## src/rtl/riscv_pipe_pkg.sv

```systemverilog
// Shared pipeline definitions: default widths, bubble encoding, register-index
// field positions and the stage occupancy encoding.
package riscv_pipe_pkg;

    localparam int XLEN_DEF      = 32;
    localparam int REG_IDX_W_DEF = 5;

    // addi x0, x0, 0
    localparam logic [31:0] NOP_INST = 32'h0000_0013;

    localparam int RS1_LSB = 15;
    localparam int RS2_LSB = 20;
    localparam int RD_LSB  = 7;

    typedef enum logic [1:0] {
        EMPTY = 2'd0,
        ONE   = 2'd1,
        TWO   = 2'd2
    } stage_state_e;

endpackage

```

## src/rtl/pipe_skid_buf.sv

```systemverilog
// Generic valid/ready 2-entry skid buffer. Main entry drives the output, the
// skid entry catches the one beat accepted while the consumer stalls.
module pipe_skid_buf
    import riscv_pipe_pkg::*;
#(
    parameter int W = 64
) (
    input  logic         clk,
    input  logic         rst,
    input  logic         clear,
    input  logic         in_valid,
    output logic         in_ready,
    input  logic [W-1:0] in_data,
    output logic         out_valid,
    input  logic         out_ready,
    output logic [W-1:0] out_data
);

    stage_state_e state, state_nxt;
    logic [W-1:0] m_q, s_q;
    logic         rdy_q;
    logic         in_xfer, out_xfer;
    logic         load_m_in, load_m_s, load_s;

    // Registered ready, gated so nothing is taken while resetting or clearing.
    assign in_ready  = rdy_q & ~rst & ~clear;
    assign out_valid = (state != EMPTY);
    assign out_data  = m_q;
    assign in_xfer   = in_valid & in_ready;
    assign out_xfer  = out_valid & out_ready & ~clear & ~rst;

    always_comb begin
        state_nxt = state;
        load_m_in = 1'b0;
        load_m_s  = 1'b0;
        load_s    = 1'b0;
        case (state)
            EMPTY: begin
                if (in_xfer) begin
                    state_nxt = ONE;
                    load_m_in = 1'b1;
                end
            end
            ONE: begin
                if (in_xfer && out_xfer) begin
                    load_m_in = 1'b1;
                end else if (in_xfer) begin
                    state_nxt = TWO;
                    load_s    = 1'b1;
                end else if (out_xfer) begin
                    state_nxt = EMPTY;
                end
            end
            TWO: begin
                if (out_xfer) begin
                    state_nxt = ONE;
                    load_m_s  = 1'b1;
                end
            end
            default: state_nxt = EMPTY;
        endcase
        if (clear) state_nxt = EMPTY;
    end

    always_ff @(posedge clk) begin
        if (rst) begin
            state <= EMPTY;
            rdy_q <= 1'b1;
        end else begin
            state <= state_nxt;
            rdy_q <= (state_nxt != TWO);
        end
    end

    always_ff @(posedge clk) begin
        if (load_m_in)     m_q <= in_data;
        else if (load_m_s) m_q <= s_q;
        if (load_s)        s_q <= in_data;
    end

endmodule

```

## src/rtl/if_id_stage_reg.sv

```systemverilog
// IF->ID stage register: carries instruction and PC with valid/ready, kills
// held entries on flush, presents a NOP bubble when empty and slices reg indices.
module if_id_stage_reg
    import riscv_pipe_pkg::*;
#(
    parameter int              XLEN      = XLEN_DEF,
    parameter int              REG_IDX_W = REG_IDX_W_DEF,
    parameter logic [XLEN-1:0] NOP_INST  = riscv_pipe_pkg::NOP_INST,
    parameter bit              SKID      = 1'b1
) (
    input  logic                 clk,
    input  logic                 rst,
    input  logic                 flush,
    input  logic                 in_valid,
    output logic                 in_ready,
    input  logic [XLEN-1:0]      in_inst,
    input  logic [XLEN-1:0]      in_pc,
    output logic                 out_valid,
    input  logic                 out_ready,
    output logic [XLEN-1:0]      out_inst,
    output logic [XLEN-1:0]      out_pc,
    output logic [REG_IDX_W-1:0] rs1,
    output logic [REG_IDX_W-1:0] rs2,
    output logic [REG_IDX_W-1:0] rd
);

    localparam int W = 2 * XLEN;

    logic [W-1:0] in_data, held;
    logic         held_valid;

    assign in_data = {in_pc, in_inst};

    generate
        if (SKID) begin : g_skid
            pipe_skid_buf #(.W(W)) u_buf (
                .clk       (clk),
                .rst       (rst),
                .clear     (flush),
                .in_valid  (in_valid),
                .in_ready  (in_ready),
                .in_data   (in_data),
                .out_valid (held_valid),
                .out_ready (out_ready),
                .out_data  (held)
            );
        end else begin : g_single
            stage_state_e state;
            logic [W-1:0] m_q;

            // Combinational ready: a consumed entry can be replaced in the same cycle.
            assign in_ready   = ((state == EMPTY) | out_ready) & ~rst & ~flush;
            assign held_valid = (state == ONE);
            assign held       = m_q;

            always_ff @(posedge clk) begin
                if (rst || flush)                 state <= EMPTY;
                else if (in_valid && in_ready)    state <= ONE;
                else if (out_ready)               state <= EMPTY;
            end

            always_ff @(posedge clk) begin
                if (in_valid && in_ready) m_q <= in_data;
            end
        end
    endgenerate

    assign out_valid = held_valid;
    assign out_inst  = held_valid ? held[XLEN-1:0] : NOP_INST;
    assign out_pc    = held_valid ? held[W-1:XLEN] : '0;

    assign rs1 = out_inst[RS1_LSB +: REG_IDX_W];
    assign rs2 = out_inst[RS2_LSB +: REG_IDX_W];
    assign rd  = out_inst[RD_LSB  +: REG_IDX_W];

endmodule

```

## config.mk

```make
export PLATFORM = sky130hd
export DESIGN_NAME = if_id_stage_reg
export DESIGN_NICKNAME = d
export VERILOG_FILES = /design/src/rtl/riscv_pipe_pkg.sv /design/src/rtl/pipe_skid_buf.sv /design/src/rtl/if_id_stage_reg.sv
export SDC_FILE = /design/constraint.sdc
export NUM_CORES = 1
export LEC_CHECK = 0
export BUFFER_PORTS_ARGS = -buffer_cell sky130_fd_sc_hd__buf_4
export CAP_MARGIN = 10
export CORE_MARGIN = 5
export CORE_UTILIZATION = 48
export CTS_CLUSTER_SIZE = 10
export DETAILED_ROUTE_END_ITERATION = 16
export GPL_TIMING_DRIVEN = 0
export PLACE_DENSITY = 0.87
export SETUP_SLACK_MARGIN = 0.15
export SLEW_MARGIN = 20
export SYNTH_ARGS = -nofsm -noshare
export SYNTH_HDL_FRONTEND = slang
export SYNTH_HIERARCHICAL = 1
export SYNTH_SLANG_ARGS = --single-unit
```

## constraint.sdc

```tcl
create_clock -name clk -period 6.1 [get_ports clk]
set_input_delay 0.915 -clock clk [delete_from_list [all_inputs] [get_ports clk]]
set_output_delay 0.915 -clock clk [all_outputs]
set_load 0.05 [all_outputs]
```

# ---- After elaboration in Yosys (flattened, before gate mapping)
# Cells that the tools add are included.
dict set report classes {
  add_sub_neg 0
  n_mul 0
  div 0
  magnitude_cmp 0
  eq_ne 3
  shift 0
  muxes 18
  bitwise_logic 8
  reduce_logical 4
}
# op n
set ops {}
lappend ops {{2-to-1 mux 64 bit} 2}
lappend ops {{2-to-1 mux 32 bit} 2}
lappend ops {{2-to-1 mux 2 bit} 6}
lappend ops {{AND 1 bit} 6}
lappend ops {{2-to-1 mux 1 bit} 6}
lappend ops {{one-hot mux 2 bit (3 select lines)} 1}
lappend ops {{nonzero test 2 bit} 2}
lappend ops {{equality test 2 x 1 -> 1 bit, second input constant} 1}
lappend ops {{equality test 2 bit, second input constant} 1}
lappend ops {{zero test 2 bit} 1}
lappend ops {{!= test 2 bit, second input constant} 1}
lappend ops {{NOT 1 bit} 2}
lappend ops {{one-hot mux 1 bit (2 select lines)} 1}
lappend ops {{logical AND 1 bit} 1}
dict set report word_totals {
  register_bits 131
  latch_bits 0
  ram_bits 0
  rom_bits 0
  input_bits 69
  out_inout_bits 81
  wordCells 37
  n_memories 0
}

# ---- Depth between registers and ports, before layout
dict set report logic_depth {
  ltp_word 10
  depth_mapped 4
  mapped_depth_nobuf 3
}

# ---- By module
# Netlist, hierarchy kept.
# module instances cells_per_inst area_each_um2 seq_area_each_um2
set by_module_without_submodules {}
lappend by_module_without_submodules {pipe_skid_buf 1 219 5064.9 3903.7}
lappend by_module_without_submodules {if_id_stage_reg 1 85 615.6 0.0}

# ---- Worst setup path after synthesis
# Ideal clock, no wire load.
dict set report synth_path {
  path_type {input-to-reg}
  from {in in_valid}
  to {reg g_skid.u_buf.m_q[0], in the netlist g_skid.u_buf/out_data[0], enable pin}
  t_arrival_ps 5930
  required_time_ps 5518
  setup_slack_ps -412
  stages 3
  path_cell_list {and3b_1 -> nand2b_1 -> a211oi_1}
}
dict set report synth_via {
  elab_chain_len 5
}
# element line_no
set synth_rtl {}
lappend synth_rtl {{start, declared} if_id_stage_reg.sv:14} ;# input logic in_valid,
lappend synth_rtl {{AND 1 bit (*)} pipe_skid_buf.sv:29} ;# assign in_xfer = in_valid & in_ready;
lappend synth_rtl {{logical AND 1 bit} pipe_skid_buf.sv:45} ;# if (in_xfer && out_xfer) begin
lappend synth_rtl {{2-to-1 mux 1 bit} pipe_skid_buf.sv:45}
lappend synth_rtl {{one-hot mux 1 bit (2 select lines) (*)} pipe_skid_buf.sv:37} ;# case (state)
lappend synth_rtl {{nonzero test 2 bit (no line) (*)} --}
lappend synth_rtl {{end signal, assigned} pipe_skid_buf.sv:76} ;# if (load_m_in) m_q <= in_data;
lappend synth_rtl {{end signal, assigned} pipe_skid_buf.sv:77} ;# else if (load_m_s) m_q <= s_q;
lappend synth_rtl {{end, declared} pipe_skid_buf.sv:20} ;# logic [W-1:0] m_q, s_q;
# Mark *: on every way between the ends. The rest lies on a longest branch, timed or not.
# A chain may end at the register's enable or synchronous reset.

# ---- Worst setup path after layout
dict set report layout_path {
  from {reg g_skid.u_buf.state[0]}
  to {out rd[2]}
}
dict set report layout_via {
  elab_chain_len 2
}
# element line_no
set layout_rtl {}
lappend layout_rtl {{start, declared} pipe_skid_buf.sv:19} ;# stage_state_e state, state_nxt;
lappend layout_rtl {{start signal, assigned} pipe_skid_buf.sv:70} ;# state <= state_nxt;
lappend layout_rtl {{nonzero test 2 bit} pipe_skid_buf.sv:27} ;# assign out_valid = (state != EMPTY);
lappend layout_rtl {{2-to-1 mux 32 bit} if_id_stage_reg.sv:69} ;# assign out_inst = held_valid ? held[XLEN-1:0] : NOP_INST;
lappend layout_rtl {{end, declared} if_id_stage_reg.sv:24} ;# output logic [REG_IDX_W-1:0] rd
# Every way passes these cells.

==> results.toml <==
[run_status]
status = "finished clean"

[detailed_routing]
drt-vias-per-instance = 4.885
drt_first_iter_violations = 103
drt.antenna.violating_nets = 0
route.final.wire_length_mm = 10.82
drtPass1Iterations = 5
route.layer.met1.wl_mm = 4.282
detailroute.wirelength.met3_um = 755
met2_length_mm = 5.738
drcViolationCount = 0
routedWlPerCell_um = 17.09
routed.top_layer = "met4"
total_number_of_vias = 3092

[synthesis]
ys_seq_elements = 131
yosysTopAreaCellShare = 0.6767
synth.most_common_cell = "sky130_fd_sc_hd__edfxtp_1"
post-synth-top-area-cell = "sky130_fd_sc_hd__edfxtp_1"
synth_seq_area_share = 0.6872
syn-mean-instance-area_um2 = 18.69
number_of_synthesized_flops_with_an_enable_pin = 128
ys.flop_type = "sky130_fd_sc_hd__edfxtp_1"
synthCells = 304
synthTopCellsByCount = "128 x sky130_fd_sc_hd__edfxtp_1, 60 x sky130_fd_sc_hd__mux2_4, 55 x sky130_fd_sc_hd__and2_2"
synth-warning-count = 6
synth_area_leaders = "sky130_fd_sc_hd__edfxtp_1 68%, sky130_fd_sc_hd__mux2_4 16%, sky130_fd_sc_hd__and2_2 7.3%, sky130_fd_sc_hd__buf_4 2.0%, sky130_fd_sc_hd__buf_6 1.2%"
postSynthNetCount = 373
synth_area_um2 = 5680
synth-async-reset-ratio = 0
ys_types = 25

[placement]
portBuffers = 149
place.detailed.instances = 601
placement.setup.worst_slack_ns = 3.252
gpl.final_weighted_congestion = 0.6986
place.detailed.hpwl_mm = 7.997

[floorplanning]
io_pins = 150
initial_utilization = 0.4933
core_um2 = 11520
floorplan.rows = 39
die_height_um = 118.8
die_w_um = 118.8
dieArea_um2 = 14110

[worst_setup_path]
timing.critical_path.cells = "or2_2 -> clkbuf_2 -> and2_2 -> buf_4 -> buf_4"
timing.critical_path.slowest_cell_delay_ns = 0.45
worstSetupPathType = "flip-flop to output port"
worst_ep_required_time_ns = 5.18
critical_path.slowest_cell = "sky130_fd_sc_hd__or2_2"
arrival_ns = 1.92
critical_path.endpoint_type = "output port"
crit_top_cell = "sky130_fd_sc_hd__buf_4"
timing.critical_path.fanout_max = 11
crit_path_start_kind = "flip-flop"
worst_r2r_path_depth = 5

[hold_path]
min_path_cells = 1
hold_path_class = "flip-flop to flip-flop"

[sta]
worst_slack_ns = 3.261
clock-skew-final_ns = 0.004379
rsz0062_at_grt = "false"
hold_slack_ns = 0.5455
period_share = 0.4654
relSlewSlack = 0.5572
achievable_clock_frequency_mhz = 352.3
setup-tns-final_ns = 0
final_hold_violation_count = 0
setup-violations-final = 0
final-max-slew-violation-count = 0
worst_slew_pin_slew_ns = 0.6621
post-route-min-period_ns = 2.839

[clocking]
post_cts_resize_count = 0
ctsHoldBuffers = 0
max-clock-path-buffers = 2
cts-root-buf = "sky130_fd_sc_hd__clkbuf_16"
cts_buf_count = 17
maximum_level_of_the_cts_h_tree = 4
tritoncts_clock_tree = "done"
cts.reportedPaths.clkPinSlew_ns = 0.05
clock_sink_count = 131
clock_insertion_delay_worst_skew_ns = 0.40
post-cts-setup-buffer-count = 0

[global_route]
global_route.usage.total = 0.1558
grt_pass1_vias = 3272
grt_max_degree = 36
initial_antenna_violation_count = 0
grt_first_pass_wirelength_mm = 17.04
overflow = 0

[flow_run]
max-cap-violations = 0

[pwr]
power-per-cell-area_nw_per_um2 = 293.7
ir_drop_mv = 0.2211
leakagePower_nw = 3.240

[finish]
synthToLayoutAreaGrowth_pct = 34.34
final_layout_size_suffix_gt1_frac = 0.6816
final_instance_count_without_filler_cells = 633
num-fill-cells = 815
layout.nets = 546
antenna_cells = 0
## kinds of logic (layout without fill, tap and decap cells)
kind of cell,after synthesis,in the layout,share of synthesized area
compound gates,4,4,0.004625
buf+inv,27,213,0.03700
flops,131,131,0.6872
mux,65,65,0.1685
simple gates,77,77,0.1026
## worst paths after layout
| check | from | end | slack (ns) |
|---|---|---|---|
| setup reg to reg | g_skid.u_buf/state[1]$_SDFF_PP0_ | g_skid.u_buf/out_data[6]$_DFFE_PP_ | 3.89 |
| setup / recovery | g_skid.u_buf/state[0]$_SDFF_PP0_ | rd[2] | 3.26 |
| hold reg to reg | g_skid.u_buf/s_q[17]$_DFFE_PP_ | g_skid.u_buf/out_data[17]$_DFFE_PP_ | 0.55 |
| hold / removal | g_skid.u_buf/s_q[17]$_DFFE_PP_ | g_skid.u_buf/out_data[17]$_DFFE_PP_ | 0.55 |
## worst max-delay path, delay by kind of cell (launching register included)
kind                   cells  cell delay, ns
buffers and inverters      3            0.51
and+or+nand+nor            2            0.65
DFF                        1            0.36
## stage by stage
| step | instance area [um^2] | utilization | power (W) |
|---|---|---|---|
| after global routing | 7631 | 0.6626 | 0.002325 |
| after floorplan | 5685 | - | 0.001197 |
| after detailed placement | 7063 | 0.6133 | 0.001297 |
| final | 7631 | 0.6626 | 0.002242 |
| after CTS | 7631 | 0.6626 | 0.002268 |
| after global placement | 6983 | 0.6064 | 0.001288 |
## power by group
part	leakage, nW	internal [W]	switching (W)
Clock	0.269	0.000598	0.000367
Sequential	1.19	0.00101	0.00000423
Combinational	1.78	0.000110	0.000155
## flip-flops by register name (all words and copies together), names as in the netlist
name,cells
g_skid.u_buf/out_data,64
g_skid.u_buf/s_q,64
g_skid.u_buf/state,2
g_skid.u_buf/rdy_q,1
## layout by cell type (no fill, tap or decap), types with 2 or more instances in the layout
| cell | count |
|---|---|
| sky130_fd_sc_hd__buf_4 | 164 |
| sky130_fd_sc_hd__edfxtp_1 | 128 |
| sky130_fd_sc_hd__mux2_4 | 60 |
| sky130_fd_sc_hd__and2_2 | 55 |
| sky130_fd_sc_hd__clkbuf_16 | 17 |
| sky130_fd_sc_hd__buf_6 | 9 |
| sky130_fd_sc_hd__clkbuf_2 | 6 |
| sky130_fd_sc_hd__and2_1 | 6 |
| sky130_fd_sc_hd__mux2_2 | 5 |
| sky130_fd_sc_hd__or2b_1 | 3 |
| sky130_fd_sc_hd__clkinvlp_4 | 3 |
| sky130_fd_sc_hd__clkinv_4 | 3 |
| sky130_fd_sc_hd__clkinv_1 | 3 |
| sky130_fd_sc_hd__dfxtp_1 | 3 |
| sky130_fd_sc_hd__clkinv_2 | 2 |
| sky130_fd_sc_hd__bufinv_16 | 2 |
| sky130_fd_sc_hd__nand2b_1 | 2 |
| sky130_fd_sc_hd__nor2b_1 | 2 |
## layer usage
layer  global-route usage  vias to the layer above
met2               0.2664                      106
met5                    0                        -
li1                     -                     1467
met1               0.1827                     1515
met4              0.04562                        0
met3              0.06065                        4
## cell type report
cell class	count	area, um^2	share of cell area
Buffer	27	210.2	0.02755
Clock inverter	14	138.9	0.01820
Sequential cell	131	3904	0.5116
Tap cell	143	178.9	0.02345
Clock buffer	18	429.2	0.05624
Multi-Input combinational cell	146	1583	0.2074
Timing Repair Buffer	154	1187	0.1556
Note: power is estimated with default switching activity, not from simulation.
